--- src/rtl/fetch_unit.sv ---
// Instruction fetch stage: single-outstanding imem requests, 2-entry {inst, pc} buffer,
// valid/ready hand-off to decode, and redirect-driven flush of everything in flight.
module fetch_unit #(
  parameter logic [31:0] RESET_PC = 32'h0000_0000,
  parameter logic [31:0] NOP_INST = 32'h0000_0013
) (
  input  logic        clk,
  input  logic        reset,
  output logic        imem_req,
  output logic [31:0] imem_addr,
  input  logic        imem_gnt,
  input  logic        imem_rvalid,
  input  logic [31:0] imem_rdata,
  input  logic        redirect_valid,
  input  logic [31:0] redirect_pc,
  output logic        inst_valid,
  input  logic        inst_ready,
  output logic [31:0] inst,
  output logic [31:0] inst_pc
);

  localparam logic [1:0] S_FETCH = 2'd0;
  localparam logic [1:0] S_WAIT  = 2'd1;
  localparam logic [1:0] S_DROP  = 2'd2;

  logic [1:0]  state_q, state_d;
  logic [31:0] pc_q, pc_d;
  logic [1:0]  count_q, count_d;
  logic [31:0] req_pc_q;
  logic [31:0] inst0_q, inst1_q;
  logic [31:0] ipc0_q, ipc1_q;
  logic        issue, push, pop;

  assign imem_req   = !reset && (state_q == S_FETCH) && (count_q < 2'd2) && !redirect_valid;
  assign imem_addr  = pc_q;
  assign issue      = imem_req && imem_gnt;
  assign push       = (state_q == S_WAIT) && imem_rvalid && !redirect_valid;
  assign inst_valid = !reset && (count_q != 2'd0);
  assign pop        = inst_valid && inst_ready && !redirect_valid;

  assign inst    = inst_valid ? inst0_q : NOP_INST;
  assign inst_pc = inst_valid ? ipc0_q  : 32'h0000_0000;

  always_comb begin
    state_d = state_q;
    pc_d    = pc_q;
    count_d = count_q;
    if (redirect_valid) begin
      pc_d    = {redirect_pc[31:2], 2'b00};
      count_d = 2'd0;
      // An in-flight request whose response has not yet arrived must be absorbed later.
      if ((state_q == S_WAIT || state_q == S_DROP) && !imem_rvalid)
        state_d = S_DROP;
      else
        state_d = S_FETCH;
    end else begin
      case (state_q)
        S_FETCH: begin
          if (issue) begin
            pc_d    = pc_q + 32'd4;
            state_d = S_WAIT;
          end
        end
        S_WAIT, S_DROP: begin
          if (imem_rvalid) state_d = S_FETCH;
        end
        default: state_d = S_FETCH;
      endcase
      case ({push, pop})
        2'b10:   count_d = count_q + 2'd1;
        2'b01:   count_d = count_q - 2'd1;
        default: count_d = count_q;
      endcase
    end
  end

  always_ff @(posedge clk) begin
    if (reset) begin
      state_q <= S_FETCH;
      pc_q    <= RESET_PC;
      count_q <= 2'd0;
    end else begin
      state_q <= state_d;
      pc_q    <= pc_d;
      count_q <= count_d;
    end
  end

  // Buffer storage is head-at-slot-0; occupancy lives in count_q, so data needs no reset.
  always_ff @(posedge clk) begin
    if (issue) req_pc_q <= pc_q;
    if (pop) begin
      inst0_q <= inst1_q;
      ipc0_q  <= ipc1_q;
    end
    if (push) begin
      if (count_q == 2'd0 || (count_q == 2'd1 && pop)) begin
        inst0_q <= imem_rdata;
        ipc0_q  <= req_pc_q;
      end else begin
        inst1_q <= imem_rdata;
        ipc1_q  <= req_pc_q;
      end
    end
  end

endmodule
--- config.mk ---
export PLATFORM = sky130hd
export DESIGN_NAME = fetch_unit
export DESIGN_NICKNAME = d
export VERILOG_FILES = /design/src/rtl/fetch_unit.sv
export SDC_FILE = /design/constraint.sdc
export NUM_CORES = 1
export LEC_CHECK = 0
export ABC_AREA = 1
export CORE_ASPECT_RATIO = 1.75
export CORE_UTILIZATION = 35
export DETAILED_ROUTE_END_ITERATION = 16
export GPL_ROUTABILITY_DRIVEN = 0
export PLACE_DENSITY = 0.62
export SYNTH_ARGS = -nofsm -noshare
export SYNTH_HDL_FRONTEND = slang
export SYNTH_SLANG_ARGS = --single-unit
--- constraint.sdc ---
create_clock -name clk -period 10.75 [get_ports clk]
set_input_delay 1.075 -clock clk [delete_from_list [all_inputs] [get_ports clk]]
set_output_delay 1.075 -clock clk [all_outputs]
set_load 0.01 [all_outputs]
==> impl_results.md, run 1 <==
* Status: finished clean
* Worst path bufs/invs at 5
* FILL cells at 2294
* FMAX at 206.0 MHz
* CORE AREA at 0.02324 mm²
* RSZ-0062 raised after global routing: no
* Post-DP HPWL at 13890 µm
* Slowest cell on the critical path: buf_4
* Uppermost layer routed: met4
* Routed wire length at 20680 µm
* DRC viols at 0
* Nets@finish at 1200
* Element type at the critical path start: input port
* Cell variety after synth at 31
* CP Cell Sequence: clkdlybuf4s50_1, buf_4, clkinv_1, nand2_2, buf_4, or2_2, clkdlybuf4s50_1
* Via density at 4.752
* Clock latency on the worst-skew pair at 0.43 ns
* Layout cells sized above 1 at 4.398%
* Post_cts resized at 0
* LEAKAGE at 3.948 nW
* Post-Place Cells at 1409
* Area Overhead vs Synth at 29.26%
* Die H at 205.3 µm
* Register area share after synthesis at 57.16%
* Floorplan row count at 74
* Hold bufs inserted after CTS at 0
* Element type at the critical path end: output pin
* Critical Setup Path Class: input port to output pin
* Slew headroom at 35.54%
* Worst Hold Class: flop to flop
* Global route total overflow at 0
* IO Port Bufs at 163
* R2R Setup Slk at 7.35 ns
* Yosys top cell area share at 33.42%
* Met1 Wirelength at 8495 µm
* Die X at 118.2 µm
* Area leader, netlist: edfxtp_1
* Non-Filler Instances at 1441
* Tightest Pin Transition at 0.9669 ns
* Iter 0 DRT Violations at 327
* Vias in the first global route at 6473
* Clock Pin Slew Worst Setup and Hold Paths at 0.07 ns
* Worst Clk Skew at 0.008503 ns
* Synth Flop Type: dfxtp_1
* Die area at 0.02426 mm²
* DR vias at 6847
* YS warnings at 0
* TritonRoute pass-1 iters at 4
* Io pins at 168
* Deepest clock path buffer count at 2
* Initial antenna violation count at 0
* Initial core utilization at 35.57%
* Peak supply drop at 0.1209 mV
* Area of the mapped netlist at 0.008265 mm²
* Worst Hold Launch: req_pc_q[5]
* Maxcap violations at 0
* Placed inst area at 0.01012 mm²
* Met3 WL at 714 µm
* CP delay by family, top: buffers and inverters
* ANT cells at 0
* CTS tree: yes
* Period utilization at 45.16%
* CTS Buf Count at 17
* Fin. max-slew vios at 0
* Setup bufs post-CTS at 0
* Clock Root Buffer: clkbuf_16
* Clk sinks at 190
* Met2 routed WL at 10630 µm
* # setup viols final at 0
* EDFF count, synth at 92
* Wire per inst at 14.35 µm
* Hold Vio Cnt, Final at 0
* Largest cells by area after synthesis: edfxtp_1, dfxtp_1, nor2_1, nand2_1, o31ai_1
* Power Density at 157.9 mW/mm²
* RR Startpoint: count_q[0]
* Crit. Startpoint: reset
* Global-route wire length before repair at 33040 µm
* Tmin final at 4.854 ns
* Setup TNS at 0 ns
* Register bit total from synthesis at 190
* Largest net degree at the start of global routing at 94
* Post-layout util at 45.97%
* Worst path required time at 9.68 ns
* Cell count after synthesis at 981
* Fin area at 0.01068 mm²
* Average cell area after synthesis at 8.426 µm²
* Htree depth at 4
* Post-route ant nets at 0
* Tot GR Track Use at 17.47%
* Max stage delay on crit path at 0.58 ns
* Crit path DAT at 3.78 ns
* CP Max Fanout at 65
* Async S/R FF share, synth at 0%
[Yosys cell counts (all sizes together), types with 7 or more instances]
library cell / n
dfxtp: 98
a21oi: 21
inv: 113
nand4: 9
nor2: 245
buf: 26
clkbuf: 23
nand2: 194
nand3: 45
a31oi: 7
o31ai: 61
edfxtp: 92
nor3: 7
o21ai: 16
[flip-flops by register name, summed over array words and instances, names as in the netlist]
| signal | count |
|---|---|
| inst0_q | 32 |
| inst1_q | 32 |
| ipc0_q | 32 |
| imem_addr | 30 |
| ipc1_q | 30 |
| req_pc_q | 30 |
| count_q | 2 |
| state_q | 2 |
[power by group]
group,internal [mW],switching [mW]
combinational,0.106,0.0896
sequential,0.842,0.0487
clock,0.311,0.290
[per-stage QoR]
| step | setup WS, ns | hold slack (ns) | power (mW) |
|---|---|---|---|
| 2_1_floorplan | 6.030 | 0.4246 | 1.026 |
| 3_3_place_gp | 5.810 | 0.4320 | 1.097 |
| 3_5_place_dp | 5.829 | 0.4341 | 1.104 |
| 4_1_cts | 5.834 | 0.4472 | 1.711 |
| 5_1_grt | 5.696 | 0.4547 | 1.772 |
| 6_report | 5.896 | 0.4482 | 1.687 |
[layer usage]
metal	vias up	global-route usage (%)
li1	3484	-
met1	3132	19.33
met2	185	31.62
met3	46	2.744
met4	0	10.03
met5	-	0
[cells by family after synthesis]
kind of cell | share of synthesized area, %
fa+ha+maj | 0.9082
other cells | 0.04537
buf+inv | 8.053
simple gates | 24.14
compound gates | 9.370
xor+xnor | 0.3180
flops | 57.16
[layout make-up]
cell class | instances | area [µm²] | area share (%)
Tap cell | 304 | 380.4 | 3.560
Clock inverter | 14 | 123.9 | 1.159
Timing Repair Buffer | 172 | 1699 | 15.90
Sequential cell | 190 | 4725 | 44.22
Clock buffer | 18 | 439.2 | 4.111
Multi-Input combinational cell | 629 | 2889 | 27.04
Inverter | 114 | 427.9 | 4.005
[cell usage in the layout, fill, tap and decap left out, types with 9 or more instances in the layout]
cell type        count
inv_1              111
nand2_1            193
nand3_1             44
dfxtp_1             98
edfxtp_1            92
nand4_1              9
o31ai_1             61
o21ai_0             16
buf_4                9
clkdlybuf4s50_1    163
a21oi_1             20
clkbuf_16           17
nor2_1             243
[worst paths after layout]
kind                endpoint  depth (start not counted)
setup reg to reg  inst0_q[8]                         11
hold / removal     ipc1_q[5]                          0
hold reg to reg    ipc1_q[5]                          0
setup / recovery     inst[1]                          7
Power figures use the tool's default switching activity.
==> inputs of run 2 (changes only) <==
Settings changed: PLACE_DENSITY 0.62 to 0.64.
Clock period 10.75 ns to 4.2 ns, I/O delays scaled along.
==> run 2 against run 1 <==
Global-route usage increased by 0.55 points; highest routed layer unchanged; largest power group unchanged; sequential share of layout area decreased by 0.24 points; cell area increased by 0.54%; clock power increased to 2.5 times the previous value; first-iteration DRC count increased by 2.4%; worst hold slack got worse by 0.0039 ns.
==> impl_results.md, run 2 (synthesis gave the netlist of run 1 again) <==
* Status: finished clean
* Die X at 118.2 µm
* Element type at the critical path end: output pin
* Placed inst area at 0.01019 mm²
* Htree depth at 4
* Clock Pin Slew Worst Setup and Hold Paths at 0.07 ns
* Final worst slack at 0.9485 ns
* Area Overhead vs Synth at 29.96%
* Clk sinks at 190
* Element type at the critical path start: input port
* Io pins at 168
* Fin. max-slew vios at 0
* Fin Hold WS at 0.4443 ns
* ANT cells at 0
* RSZ-0062 raised after global routing: no
* Power Density at 402.0 mW/mm²
* Tightest Pin Transition at 0.7582 ns
* DRC viols at 0
* Iter 0 DRT Violations at 335
* Largest regs: inst0_q x32, inst1_q x32, ipc0_q x32
* Tot Pwr at 4.318 mW
* Via density at 4.701
* FMAX at 307.6 MHz
* Post-route ant nets at 0
* Layout cells sized above 1 at 4.899%
* Commonest cells after routing, fill and taps aside: nor2_1, nand2_1, clkdlybuf4s50_1, inv_1, dfxtp_1
* Vias in the first global route at 6587
* Clock latency on the worst-skew pair at 0.43 ns
* Nets@finish at 1206
* CTS tree: yes
* Hold bufs inserted after CTS at 0
* Global route total overflow at 0
* Worst path required time at 3.78 ns
* Post-DP HPWL at 14160 µm
* Largest net degree at the start of global routing at 124
* Peak supply drop at 0.2549 mV
* Global-route wire length before repair at 34080 µm
* Initial core utilization at 35.57%
* Pre-CTS setup slack at 0.8770 ns
* LEAKAGE at 3.973 nW
* Fin area at 0.01074 mm²
* Worst Hold Class: flop to flop
* Deepest clock path buffer count at 2
* Initial antenna violation count at 0
* TritonRoute pass-1 iters at 4
* IO Port Bufs at 163
* Die H at 205.3 µm
* Maxcap violations at 0
* Tot GR Track Use at 18.02%
* DR vias at 6803
* CTS Buf Count at 17
* # setup viols final at 0
* Post_cts resized at 0
* Die area at 0.02426 mm²
* Critical Setup Path Class: input port to output pin
* Tmin final at 3.251 ns
* Clock Root Buffer: clkbuf_16
* Crit path DAT at 2.83 ns
* Period utilization at 77.42%
* Wire per inst at 14.42 µm
* Setup bufs post-CTS at 0
* CORE AREA at 0.02324 mm²
* Commonest non-fill, non-tap cell in the layout: nor2_1
* CP Max Fanout at 34
* Setup TNS at 0 ns
* Floorplan row count at 74
* Worst Clk Skew at 0.007347 ns
* Routed wire length at 20870 µm
* Slew headroom at 49.45%
* Hold Vio Cnt, Final at 0
-- run 2: cell type report --
class	count	area (µm²)
Clock buffer	17	425.4
Tap cell	304	380.4
Fill cell	2258	12500
Inverter	114	427.9
Multi-Input combinational cell	629	2889
Sequential cell	190	4725
Timing Repair Buffer	178	1769
Clock inverter	15	125.1
-- run 2: per-layer routing --
layer  vias to the layer above  routed length (µm)  global-route usage, %
li1                       3484                   -                      -
met1                      3114                8372                  19.98
met2                       168               11070                  33.36
met3                        37                 769                  2.993
met4                         0                 660                  8.288
met5                         -                   0                      0
-- run 2: path summary, 6_finish.rpt --
path,startpoint,endpoint,slack [ns],cells after the start
hold reg to reg,req_pc_q[23],ipc1_q[23],0.44,0
setup / recovery,reset,inst_pc[5],0.95,6
setup reg to reg,count_q[1],count_q[0],1.91,9
hold / removal,req_pc_q[23],ipc1_q[23],0.44,0
-- run 2: power breakdown --
part	switching [mW]	internal, mW
logic	0.244	0.273
registers	0.126	2.15
clock network	0.743	0.778
total	1.11	3.21
-- run 2: critical path, cell delays in order --
cell,delay (ns)
clkdlybuf4s50_1,0.49
clkinv_1,0.32
nand2_2,0.70
buf_4,0.33
nor2_1,0.06
clkdlybuf4s50_1,0.50
-- run 2: stage by stage --
step / util (%) / std cells
6_report: 46.22 / 1447
2_1_floorplan: - / 982
3_3_place_gp: 43.85 / 1415
3_5_place_dp: 43.85 / 1415
4_1_cts: 46.22 / 1447
5_1_grt: 46.22 / 1447
==> inputs of run 3 (changes only) <==
Settings changed: PLACE_DENSITY 0.64 to 0.62.
Clock period 4.2 ns to 3.15 ns, I/O delays scaled along.
==> run 3 against run 2 <==
The run now ends with design-rule violations left; power rose by 34%; via count rose by 0.88%; utilization rose by 0.38 points; sequential power rose by 33%; combinational power rose by 32%; setup slack got worse by 0.44 ns; count of clock-buffer cells in the layout rose by 3; critical path type unchanged; largest cell class unchanged; largest power group unchanged.
==> impl_results.md, run 3 (synthesis gave the netlist of run 1 again) <==
* Tot GR Track Use at 17.99%
* Power Density at 535.4 mW/mm²
* Io pins at 168
* Critical Setup Path Class: input port to output pin
* Worst Hold Class: flop to flop
* Slew headroom at 53.62%
* Via density at 4.730
* Crit path DAT at 2.32 ns
* Worst R2R End: inst0_q[8]
* R2R Setup Slk at 0.92 ns
* Worst path required time at 2.83 ns
* Vias in the first global route at 6736
* Hold bufs inserted after CTS at 0
* Hold Vio Cnt, Final at 0
* Tightest Pin Transition at 0.6957 ns
* Period utilization at 83.70%
* Nets@finish at 1210
* IO Port Bufs at 163
* CTS Buf Count at 17
* Element type at the critical path start: input port
* Worst Clk Skew at 0.007536 ns
* TritonRoute pass-1 iters at 10
* Hold EP: ipc0_q[0]
* Initial core utilization at 35.57%
* Clock latency on the worst-skew pair at 0.43 ns
* FMAX at 379.3 MHz
* Die X at 118.2 µm
* Die area at 0.02426 mm²
* CTS tree: yes
* CP Max Fanout at 65
* RSZ-0062 raised after global routing: no
* Routed wire length at 20890 µm
* Die H at 205.3 µm
* # setup viols final at 0
* Post_cts resized at 0
* Post-DP HPWL at 14400 µm
* Deepest clock path buffer count at 2
* Element type at the critical path end: output pin
* DR vias at 6863
* Wire per inst at 14.40 µm
* Global route total overflow at 0
* Clock Root Buffer: clkbuf_16
* Maxcap violations at 0
* Initial antenna violation count at 0
* LEAKAGE at 4.015 nW
* Area Overhead vs Synth at 31.03%
* ANT cells at 0
* Largest regs: inst0_q x32, inst1_q x32, ipc0_q x32
* Global-route wire length before repair at 34220 µm
* DRC viols at 1
* Peak supply drop at 0.3489 mV
* Fin. max-slew vios at 0
* Worst Hold Launch: ipc0_q[0]
* Commonest cells after routing, fill and taps aside: nor2_1, nand2_1, clkdlybuf4s50_1, inv_1, dfxtp_1
* Area occupied by multi-input gates at 0.002889 mm²
* CORE AREA at 0.02324 mm²
* WHS Path Cells at 2
* Clk sinks at 190
* FILL cells at 2290
* Htree depth at 4
* Clock Pin Slew Worst Setup and Hold Paths at 0.06 ns
* Iter 0 DRT Violations at 358
* Largest net degree at the start of global routing at 66
* Failing checks: design-rule violations
* Status: complete, but fails checks
* Floorplan row count at 74
* Setup TNS at 0 ns
* Tmin final at 2.637 ns
* RR Startpoint: count_q[0]
* Post-route ant nets at 0
* Commonest non-fill, non-tap cell in the layout: nor2_1
* Seq. cell area at 0.004725 mm²
* Setup bufs post-CTS at 0
* Post-layout util at 46.60%
* Layout cells sized above 1 at 5.231%
* Register-to-Register Path Depth at 9
## run 3: worst max-delay path by stage
stage,endpoint,slack [ns],startpoint,depth (start not counted)
2_1_floorplan,inst1_q[0],0.13,count_q[1],8
3_3_place_gp,inst[1],0.51,reset,6
3_5_place_dp,inst[1],0.49,reset,6
4_1_cts,inst[1],0.49,count_q[0],7
5_1_grt,inst[1],0.36,count_q[0],7
6_report,inst[0],0.51,reset,6
## run 3: routing by layer
metal / up-vias / share of wire (%) / global-route usage (%)
met5: - / 0 / 0
met4: 0 / 3.7 / 9.844
met3: 42 / 4.2 / 2.966
met2: 193 / 52 / 32.90
met1: 3144 / 40 / 19.70
li1: 3484 / - / -
## run 3: critical path: stages
cell and delay (ns):
clkdlybuf4s50_1 0.70, clkinv_1 0.18, nand2_2 0.12, buf_12 0.26, or2_2 0.17, clkdlybuf4s50_1 0.52
## run 3: through the flow
step / hold WS [ns] / instance area, µm² / power (mW) / worst slack [ns] / instances
detailed placement: 0.4341 / 10260 / 3.784 / 0.4927 / 1419
floorplan: 0.4139 / 8272 / 3.500 / 0.1307 / 982
CTS: 0.4372 / 10830 / 5.877 / 0.4942 / 1451
finish: 0.4473 / 10830 / 5.799 / 0.5135 / 1451
global route: 0.4455 / 10830 / 6.097 / 0.3593 / 1451
global placement: 0.4333 / 10260 / 3.759 / 0.5132 / 1419
## run 3: cell type report
type,count,area share [%]
inverters,114,3.951
repair buffers,182,16.96
clock inverters,12,1.063
multi-input cells,629,26.68
flip-flops and latches,190,43.62
well taps,304,3.512
clock buffers,20,4.217
## run 3: power by group
group	switching, mW	leakage (nW)	internal (mW)	total [mW]
logic	0.313	2.09	0.367	0.680
clock network	0.940	0.273	1.14	2.08
registers	0.168	1.65	2.87	3.04
total	1.42	4.02	4.38	5.80
